File: config.mk
export PLATFORM = sky130hd
export DESIGN_NAME = cpu_sequencer
export DESIGN_NICKNAME = d
export VERILOG_FILES = /design/src/rtl/cpu_pkg.sv /design/src/rtl/microcode_rom.sv /design/src/rtl/cpu_sequencer.sv
export SDC_FILE = /design/constraint.sdc
export NUM_CORES = 1
export LEC_CHECK = 0
export BUFFER_PORTS_ARGS = -buffer_cell sky130_fd_sc_hd__buf_2
export CAP_MARGIN = 20
export CORE_ASPECT_RATIO = 0.9
export CORE_MARGIN = 2
export CORE_UTILIZATION = 48
export DETAILED_ROUTE_END_ITERATION = 16
export PLACE_DENSITY = 0.74
export RECOVER_POWER = 25
export SYNTH_ARGS = -nofsm -noshare
export SYNTH_HDL_FRONTEND = slang
export SYNTH_SLANG_ARGS = --single-unit
File: constraint.sdc
create_clock -name clk -period 2.9 [get_ports clk]
set_input_delay 0.725 -clock clk [delete_from_list [all_inputs] [get_ports clk]]
set_output_delay 0.725 -clock clk [all_outputs]
set_load 0.01 [all_outputs]
File: src/rtl/cpu_pkg.sv
// Shared definitions for the CPU sequencer: opcodes, control-word bit positions,
// the idle control word and the sequencer state encoding.
package cpu_pkg;

    localparam int CTRL_W = 15;

    // Control word bit positions, MSB first: Cp,Ep,Lp,nLma,nLmd,nCE,nLr,nLi,nEi,nLa,Ea,sub,Eu,nLb,nLo
    localparam int BIT_CP   = 14;
    localparam int BIT_EP   = 13;
    localparam int BIT_LP   = 12;
    localparam int BIT_NLMA = 11;
    localparam int BIT_NLMD = 10;
    localparam int BIT_NCE  = 9;
    localparam int BIT_NLR  = 8;
    localparam int BIT_NLI  = 7;
    localparam int BIT_NEI  = 6;
    localparam int BIT_NLA  = 5;
    localparam int BIT_EA   = 4;
    localparam int BIT_SUB  = 3;
    localparam int BIT_EU   = 2;
    localparam int BIT_NLB  = 1;
    localparam int BIT_NLO  = 0;

    localparam logic [CTRL_W-1:0] IDLE_WORD = 15'h0FE3;

    localparam logic [3:0] OP_LDA = 4'h0;
    localparam logic [3:0] OP_ADD = 4'h1;
    localparam logic [3:0] OP_SUB = 4'h2;
    localparam logic [3:0] OP_NOP = 4'h3;
    localparam logic [3:0] OP_STA = 4'h4;
    localparam logic [3:0] OP_LDI = 4'h5;
    localparam logic [3:0] OP_JMP = 4'h6;
    localparam logic [3:0] OP_JC  = 4'h7;
    localparam logic [3:0] OP_JZ  = 4'h8;
    localparam logic [3:0] OP_OUT = 4'hE;
    localparam logic [3:0] OP_HLT = 4'hF;

    typedef enum logic [1:0] {
        ST_IDLE = 2'd0,
        ST_RUN  = 2'd1,
        ST_HALT = 2'd2
    } seqState_e;

endpackage

File: src/rtl/microcode_rom.sv
// Combinational microcode: maps opcode, T-state and flags to the control word
// and flags the last microstep of the instruction.
module microcode_rom import cpu_pkg::*; #(
    parameter int T_W       = 3,
    parameter int EARLY_END = 1
) (
    input  logic [3:0]        opcode,
    input  logic [T_W-1:0]    t_state,
    input  logic              cf,
    input  logic              zf,
    output logic [CTRL_W-1:0] ctrl,
    output logic              last
);

    logic [T_W-1:0] lastStep;

    always_comb begin
        ctrl = IDLE_WORD;
        case (t_state)
            T_W'(0): begin
                ctrl[BIT_EP]   = 1'b1;
                ctrl[BIT_NLMA] = 1'b0;
            end
            T_W'(1): ctrl[BIT_CP] = 1'b1;
            T_W'(2): begin
                ctrl[BIT_NCE] = 1'b0;
                ctrl[BIT_NLI] = 1'b0;
            end
            T_W'(3): begin
                case (opcode)
                    OP_LDA, OP_ADD, OP_SUB, OP_STA: begin
                        ctrl[BIT_NEI]  = 1'b0;
                        ctrl[BIT_NLMA] = 1'b0;
                    end
                    OP_LDI: begin
                        ctrl[BIT_NEI] = 1'b0;
                        ctrl[BIT_NLA] = 1'b0;
                    end
                    OP_JMP: begin
                        ctrl[BIT_NEI] = 1'b0;
                        ctrl[BIT_LP]  = 1'b1;
                    end
                    OP_JC: if (cf) begin
                        ctrl[BIT_NEI] = 1'b0;
                        ctrl[BIT_LP]  = 1'b1;
                    end
                    OP_JZ: if (zf) begin
                        ctrl[BIT_NEI] = 1'b0;
                        ctrl[BIT_LP]  = 1'b1;
                    end
                    OP_OUT: begin
                        ctrl[BIT_EA]  = 1'b1;
                        ctrl[BIT_NLO] = 1'b0;
                    end
                    default: ;
                endcase
            end
            T_W'(4): begin
                case (opcode)
                    OP_LDA: begin
                        ctrl[BIT_NCE] = 1'b0;
                        ctrl[BIT_NLA] = 1'b0;
                    end
                    OP_ADD, OP_SUB: begin
                        ctrl[BIT_NCE] = 1'b0;
                        ctrl[BIT_NLB] = 1'b0;
                    end
                    OP_STA: begin
                        ctrl[BIT_EA]   = 1'b1;
                        ctrl[BIT_NLMD] = 1'b0;
                    end
                    default: ;
                endcase
            end
            T_W'(5): begin
                case (opcode)
                    OP_ADD, OP_SUB: begin
                        ctrl[BIT_EU]  = 1'b1;
                        ctrl[BIT_NLA] = 1'b0;
                        ctrl[BIT_SUB] = (opcode == OP_SUB);
                    end
                    OP_STA: ctrl[BIT_NLR] = 1'b0;
                    default: ;
                endcase
            end
            default: ;
        endcase
    end

    // HLT always stops at T3; otherwise the final step depends on whether instructions are padded
    always_comb begin
        lastStep = T_W'(5);
        if (opcode == OP_HLT) begin
            lastStep = T_W'(3);
        end else if (EARLY_END != 0) begin
            case (opcode)
                OP_LDA:                                lastStep = T_W'(4);
                OP_ADD, OP_SUB, OP_STA:                lastStep = T_W'(5);
                OP_LDI, OP_JMP, OP_JC, OP_JZ, OP_OUT:  lastStep = T_W'(3);
                default:                               lastStep = T_W'(2);
            endcase
        end
    end

    // ">=" also recovers from any out-of-range counter value
    assign last = (t_state >= lastStep);

endmodule

File: src/rtl/cpu_sequencer.sv
// Instruction sequencer: IDLE/RUN/HALT control with a T-state counter that
// steps through the microcode ROM while running.
module cpu_sequencer import cpu_pkg::*; #(
    parameter int T_W       = 3,
    parameter int OPCODE_W  = 4,
    parameter int EARLY_END = 1
) (
    input  logic                clk,
    input  logic                rst_n,
    input  logic [OPCODE_W-1:0] opcode,
    input  logic                cf,
    input  logic                zf,
    input  logic                run,
    input  logic                step,
    output logic [CTRL_W-1:0]   ctrl,
    output logic [T_W-1:0]      t_state,
    output logic                instr_done,
    output logic                halted
);

    seqState_e         state_q, state_d;
    logic [T_W-1:0]    t_q, t_d;
    logic              step_q;
    logic              stepEdge;
    logic [3:0]        opLow;
    logic [CTRL_W-1:0] romCtrl;
    logic              romLast;

    assign opLow = opcode[3:0];

    generate
        if (OPCODE_W > 4) begin : gUpperOpcode
            logic unusedUpperOpcode;
            assign unusedUpperOpcode = ^opcode[OPCODE_W-1:4];
        end
    endgenerate

    microcode_rom #(
        .T_W       (T_W),
        .EARLY_END (EARLY_END)
    ) uRom (
        .opcode  (opLow),
        .t_state (t_q),
        .cf      (cf),
        .zf      (zf),
        .ctrl    (romCtrl),
        .last    (romLast)
    );

    always_ff @(posedge clk or negedge rst_n) begin
        if (!rst_n) begin
            state_q <= ST_IDLE;
            t_q     <= '0;
            step_q  <= 1'b0;
        end else begin
            state_q <= state_d;
            t_q     <= t_d;
            step_q  <= step;
        end
    end

    assign stepEdge = step & ~step_q;

    // A running instruction always completes; run is only consulted at its last step
    always_comb begin
        state_d    = state_q;
        t_d        = t_q;
        ctrl       = IDLE_WORD;
        instr_done = 1'b0;
        case (state_q)
            ST_IDLE: begin
                t_d = '0;
                if (run || stepEdge) begin
                    state_d = ST_RUN;
                end
            end
            ST_RUN: begin
                ctrl       = romCtrl;
                instr_done = romLast;
                if (romLast) begin
                    t_d = '0;
                    if (opLow == OP_HLT) begin
                        state_d = ST_HALT;
                    end else if (!run) begin
                        state_d = ST_IDLE;
                    end
                end else begin
                    t_d = t_q + T_W'(1);
                end
            end
            ST_HALT: t_d = '0;
            default: begin
                state_d = ST_IDLE;
                t_d     = '0;
            end
        endcase
    end

    assign t_state = t_q;
    assign halted  = (state_q == ST_HALT);

endmodule

==> results of run 1 <==
layer usage:
layer / GRT usage [%] / wire length, µm / vias up
met5: 0 / 0 / -
met3: 2.98 / 90 / 2
met2: 39.5 / 1080 / 31
met4: 8.89 / 6 / 0
li1: - / - / 454
met1: 30.4 / 924 / 410
worst max-delay path: stages:
cell and delay (ps):
buf_6 100, inv_4 60, ha_4 190, and2b_1 160, a211oi_2 140, a31oi_1 60
ha_1 310, nor2b_2 150, o21a_1 140, nor2_1 40, buf_2 140
power by group through the flow:
| stage | sequential (mW) | clock, mW | combinational (mW) |
|---|---|---|---|
| after global placement | 0.134 | 0 | 0.372 |
| final | 0.135 | 0.0703 | 0.404 |
| after detailed placement | 0.135 | 0 | 0.385 |
| after floorplan | 0.137 | 0 | 0.240 |
| after global routing | 0.141 | 0.0780 | 0.456 |
| after CTS | 0.135 | 0.0743 | 0.405 |
final cells by class:
cell class	count	share of cell area [%]
tap	24	2.61
inverter	6	2.40
timing repair buffer	42	22.1
multi-input combinational	86	57.8
sequential	6	13.1
clock buffer	3	1.96
flip-flops by register name, indices dropped and copies added (netlist names):
register,flops
state_q,2
step_q,1
t_state,3
per-stage QoR:
step | cells | cell area (µm²) | setup WS, ps | utilization (%)
after floorplan | 101 | 808 | 76.5 | -
after global placement | 164 | 1060 | -114 | 65.0
after detailed placement | 164 | 1060 | -169 | 65.0
after CTS | 167 | 1150 | -3.88 | 70.6
after global routing | 167 | 1150 | -134 | 70.5
final | 167 | 1150 | -32.7 | 70.5
Yosys cell counts (all sizes together):
library cell   n  area [µm²]
a211oi         1        7.51
a21o           1        7.51
a21oi          3        15.0
a22oi          1        12.5
a311oi         1        8.76
a31oi          1        6.26
and2b          3        22.5
and3           7        43.8
and3b          1        8.76
buf            3        22.5
dfrtp          6         150
ha            13         163
inv            6        22.5
nand2          6        22.5
nand2b         2        12.5
nand3          6        35.0
nand3b         2        15.0
nand4          1        6.26
nand4b         1        8.76
nor2           6        22.5
nor2b          7        51.3
nor3           6        30.0
nor3b          1        7.51
nor4           2        12.5
nor4b          1        8.76
o21a           1        7.51
o21ai          6        30.0
o221ai         1        8.76
o22ai          2        12.5
o311a          1        10.0
o311ai         1        8.76
or2b           1        7.51
path summary, 6_finish.rpt:
path,start,end,slack (ps),cells after the start
max in group asynchronous,rst_n,step_q,2320,1
worst min-delay path,rst_n,t_state[1],350,1
worst max register to register,t_state[2],state_q[0],1280,5
min in group clk,state_q[1],state_q[0],530,1
worst min register to register,state_q[1],state_q[0],530,1
worst max-delay path,opcode[1],instr_done,-30,11
what timing repair did:
item,in CTS,in global routing
resized for setup,15,0
pin swaps,6,0
setup endpoints to repair,1,1
cell families (layout without fill, tap and decap cells):
family	after synthesis	in the layout	synth area share [%]
fa+ha+maj	13	13	20.1
buf+inv	9	51	5.57
compound gates	20	20	16.7
flops	6	6	18.6
simple gates	53	53	39.0
==> results.toml, run 1 <==
[final_layout]
area_growth_pct = 42.1
layout_common_cells = "buf_2, buf_4, ha_1"
fill_cells = 128
nets = 168
final_common_cell = "buf_2"
antenna_cells = 0
multiInputGateArea_um2 = 664
drive_gt1_share_pct = 39.2
seqCellArea_um2 = 150

[power]
power.total_mw = 0.610
ir_worst_vdd_mv = 0.655
p_leak_nw = 0.568
switchingPower_mw = 0.270
power.density_mw_per_mm2 = 531
p_clk_share_pct = 11.5
power_frac_comb_pct = 66.3
pwr-share-seq_pct = 22.2
p_int_mw = 0.340
switching_share_pct = 44.3

[grt]
antenna_found_initial = 0
grt_start_max_net_pins = 14
grtUsageTotal_pct = 23.8
grt_remaining_overflow = 0
grt_pass1_vias = 877
grt_pass1_wl_mm = 3.59

[synth]
ys_ff_latch = 6
syn_nets = 124
yosysWarnings = 0
yosysSeqAreaShare_pct = 18.6
yosysUniqueCellTypes = 35
syn_inst = 101
syn-cell-area_um2 = 808
avgSynthCellArea_um2 = 8.00

[die]
start_util_pct = 49.6
die_h_um = 42.9
core_area_mm2 = 0.00163
io_pins = 30
rows = 14
dieArea_mm2 = 0.00203
die_w_um = 47.3

[placed_design]
portBuffers = 29
globalplace.congestion = 0.864
hpwl_mm = 1.66

[drt]
num_vias = 897
routed_wl_mm = 2.10
firstDrtPassIters = 5
via_per_inst = 5.37
drc = 0
ant_nets = 0
drtIter0Drc = 20
wl_per_cell_um = 12.6

[timing]
maxSlewHeadroom_pct = 75.6
min_period_ps = 2930
rsz0062_at_grt = "yes"
clock.fmax_mhz = 341
finalHoldViolCount = 0
fin_setup_tns_ps = -32.7
fin_crit_sh_pct = 101
worst-slew-pin-transition_ps = 362
fin_ws_ps = -32.7
setup_viol = 1
drv_slew = 0
hold_ws_ps = 350
skew_ps = 2.49

[run]
maxCapViolCount = 0

[critical_path]
cp-end-kind = "output pin"
cp_data_required_time_ps = 2170
critPathMaxFanout = 2
crit_type = "in2out"
critPathLaunchType = "input pin"
arrival_ps = 2210

[status]
failed_checks = "setup timing"
status = "finished with violations"

[clock_network]
post_cts_buffers = 0
cts_tree = "built"
cts_hold_buf = 0
clk_latency_ps = 230
ctsLongestPathBuffers = 2
clkSinkCount = 6
htreeDepth = 1
cts_made_buffers = 3
cts-root-buf = "clkbuf_4"
path_clk_slew_ps = 40

[min_path]
min_path_type = "in2async"
No activity file was read; power rests on OpenSTA's default activity.
==> run 2, diff against run 1 <==
- clock period: 2.9 -> 2.85 ns (I/O delays scaled with it)
==> run 2 against run 1 <==
Clock-buffer cell count did not move. Clock skew fell by 1.4 ps. Register-to-register slack worse by 90 ps. The run still ends with setup timing left. Hold slack lost 16 ps.
==> results.toml, run 2 (synthesis results as in run 1) <==
[status]
status = "finished with violations"
failed_checks = "setup timing"

[final_layout]
finalNonFillerCells = 168
drive_gt1_share_pct = 40.3
largest_reg_flops = 3
antenna_cells = 0
nets = 169
layout_common_cells = "buf_2, buf_4, ha_1"
area_growth_pct = 42.7
final_common_cell = "buf_2"

[critical_path]
arrival_ps = 2170
critPathLaunchType = "input pin"
critPathMaxFanout = 2
cp-end-kind = "output pin"
crit_family = "adder cells"
crit_buf_inv = 3
cp_slowest_stage_delay_ps = 310
path_cells = "buf_6, inv_4, ha_4, and2b_1, a211oi_2, a31oi_1, ha_1, nor2b_2, o21a_1, nor2_1, buf_2"
slowest_stage = "ha_1"
crit_type = "in2out"
cp_data_required_time_ps = 2140

[timing]
maxSlewHeadroom_pct = 79.0
fin_setup_tns_ps = -31.8
worst-slew-pin-transition_ps = 310
setup_viol = 1
fin_ws_ps = -31.8
fin_crit_sh_pct = 101
rsz0062_at_grt = "yes"
clock.fmax_mhz = 347
drv_slew = 0
finalHoldViolCount = 0
skew_ps = 1.13
min_period_ps = 2880

[clock_network]
path_clk_slew_ps = 40
ctsLongestPathBuffers = 2
clk_latency_ps = 230
clkSinkCount = 6
cts_tree = "built"
cts-root-buf = "clkbuf_4"
htreeDepth = 1
cts_made_buffers = 3

[drt]
via_per_inst = 5.57
firstDrtPassIters = 4
num_vias = 936
drtIter0Drc = 20
routed_wl_mm = 2.23
drc = 0
ant_nets = 0
wl_per_cell_um = 13.3

[die]
dieArea_mm2 = 0.00203
core_area_mm2 = 0.00163
io_pins = 30
rows = 14
die_h_um = 42.9
start_util_pct = 49.6
die_w_um = 47.3

[power]
ir_worst_vdd_mv = 0.599
pwr-share-seq_pct = 21.8
p_leak_nw = 0.576
power_frac_comb_pct = 66.6
switching_share_pct = 43.9
switchingPower_mw = 0.273
power.density_mw_per_mm2 = 539
p_clk_share_pct = 11.6
p_int_mw = 0.349

[grt]
grt_start_max_net_pins = 14
grt_remaining_overflow = 0
grtUsageTotal_pct = 25.2
grt_pass1_wl_mm = 3.75
grt_pass1_vias = 885
antenna_found_initial = 0

[placed_design]
hpwl_mm = 1.64
globalplace.congestion = 0.816
portBuffers = 29
placed_cells = 164

[run]
maxCapViolCount = 0

[min_path]
min_path_type = "in2async"
==> run 2: changes by cell type in the layout (fill, tap and decap cells not counted), sizes merged <==
cell,previous run,this run
buf,41,42
==> run 2: cell type report <==
cell class	count	area (µm²)
Tap cell	24	30.0
Inverter	6	27.5
Sequential cell	6	150
Clock buffer	3	22.5
Fill cell	141	475
Timing Repair Buffer	43	262
Multi-Input combinational cell	86	662
==> run 2: final timing paths <==
check | from | end | slack [ps] | cells past startpoint
worst max-delay path | opcode[1] | instr_done | -30 | 11
worst min-delay path | rst_n | t_state[1] | 330 | 1
worst max register to register | t_state[0] | state_q[0] | 1190 | 7
worst min register to register | state_q[1] | state_q[0] | 520 | 1
max in group asynchronous | rst_n | step_q | 2290 | 1
min in group clk | state_q[1] | state_q[0] | 520 | 1
==> run 2: metrics by stage <==
stage	setup slack [ps]	total power [mW]	instance area (µm²)	utilization [%]	hold slack, ps
floorplan	51.5	0.383	808	-	417
global placement	-140	0.515	1060	65.0	513
detailed placement	-190	0.525	1060	65.0	526
CTS	-27.1	0.625	1150	70.5	283
global route	-124	0.683	1150	70.8	357
finish	-31.8	0.622	1150	70.8	334
==> run 2: power by group through the flow <==
stage,registers [mW],clock network (mW),logic [mW]
finish,0.136,0.0720,0.414
global route,0.142,0.0794,0.462
CTS,0.136,0.0770,0.411
detailed placement,0.138,0,0.387
global placement,0.136,0,0.378
floorplan,0.139,0,0.244
==> run 2: layer usage <==
layer | vias up | global-route usage, % | wire, µm
met3 | 0 | 3.40 | 91
met4 | 0 | 8.89 | 0
li1 | 458 | - | -
met1 | 440 | 30.2 | 944
met5 | - | 0 | 0
met2 | 38 | 43.8 | 1190
==> run 2: timing repair <==
| item | CTS | global route |
|---|---|---|
| pin swaps | 6 | 0 |
| gates resized for setup | 15 | 1 |
| hold buffers | 0 | 0 |
| setup buffers | 1 | 0 |
| setup endpoints to repair | 1 | 2 |
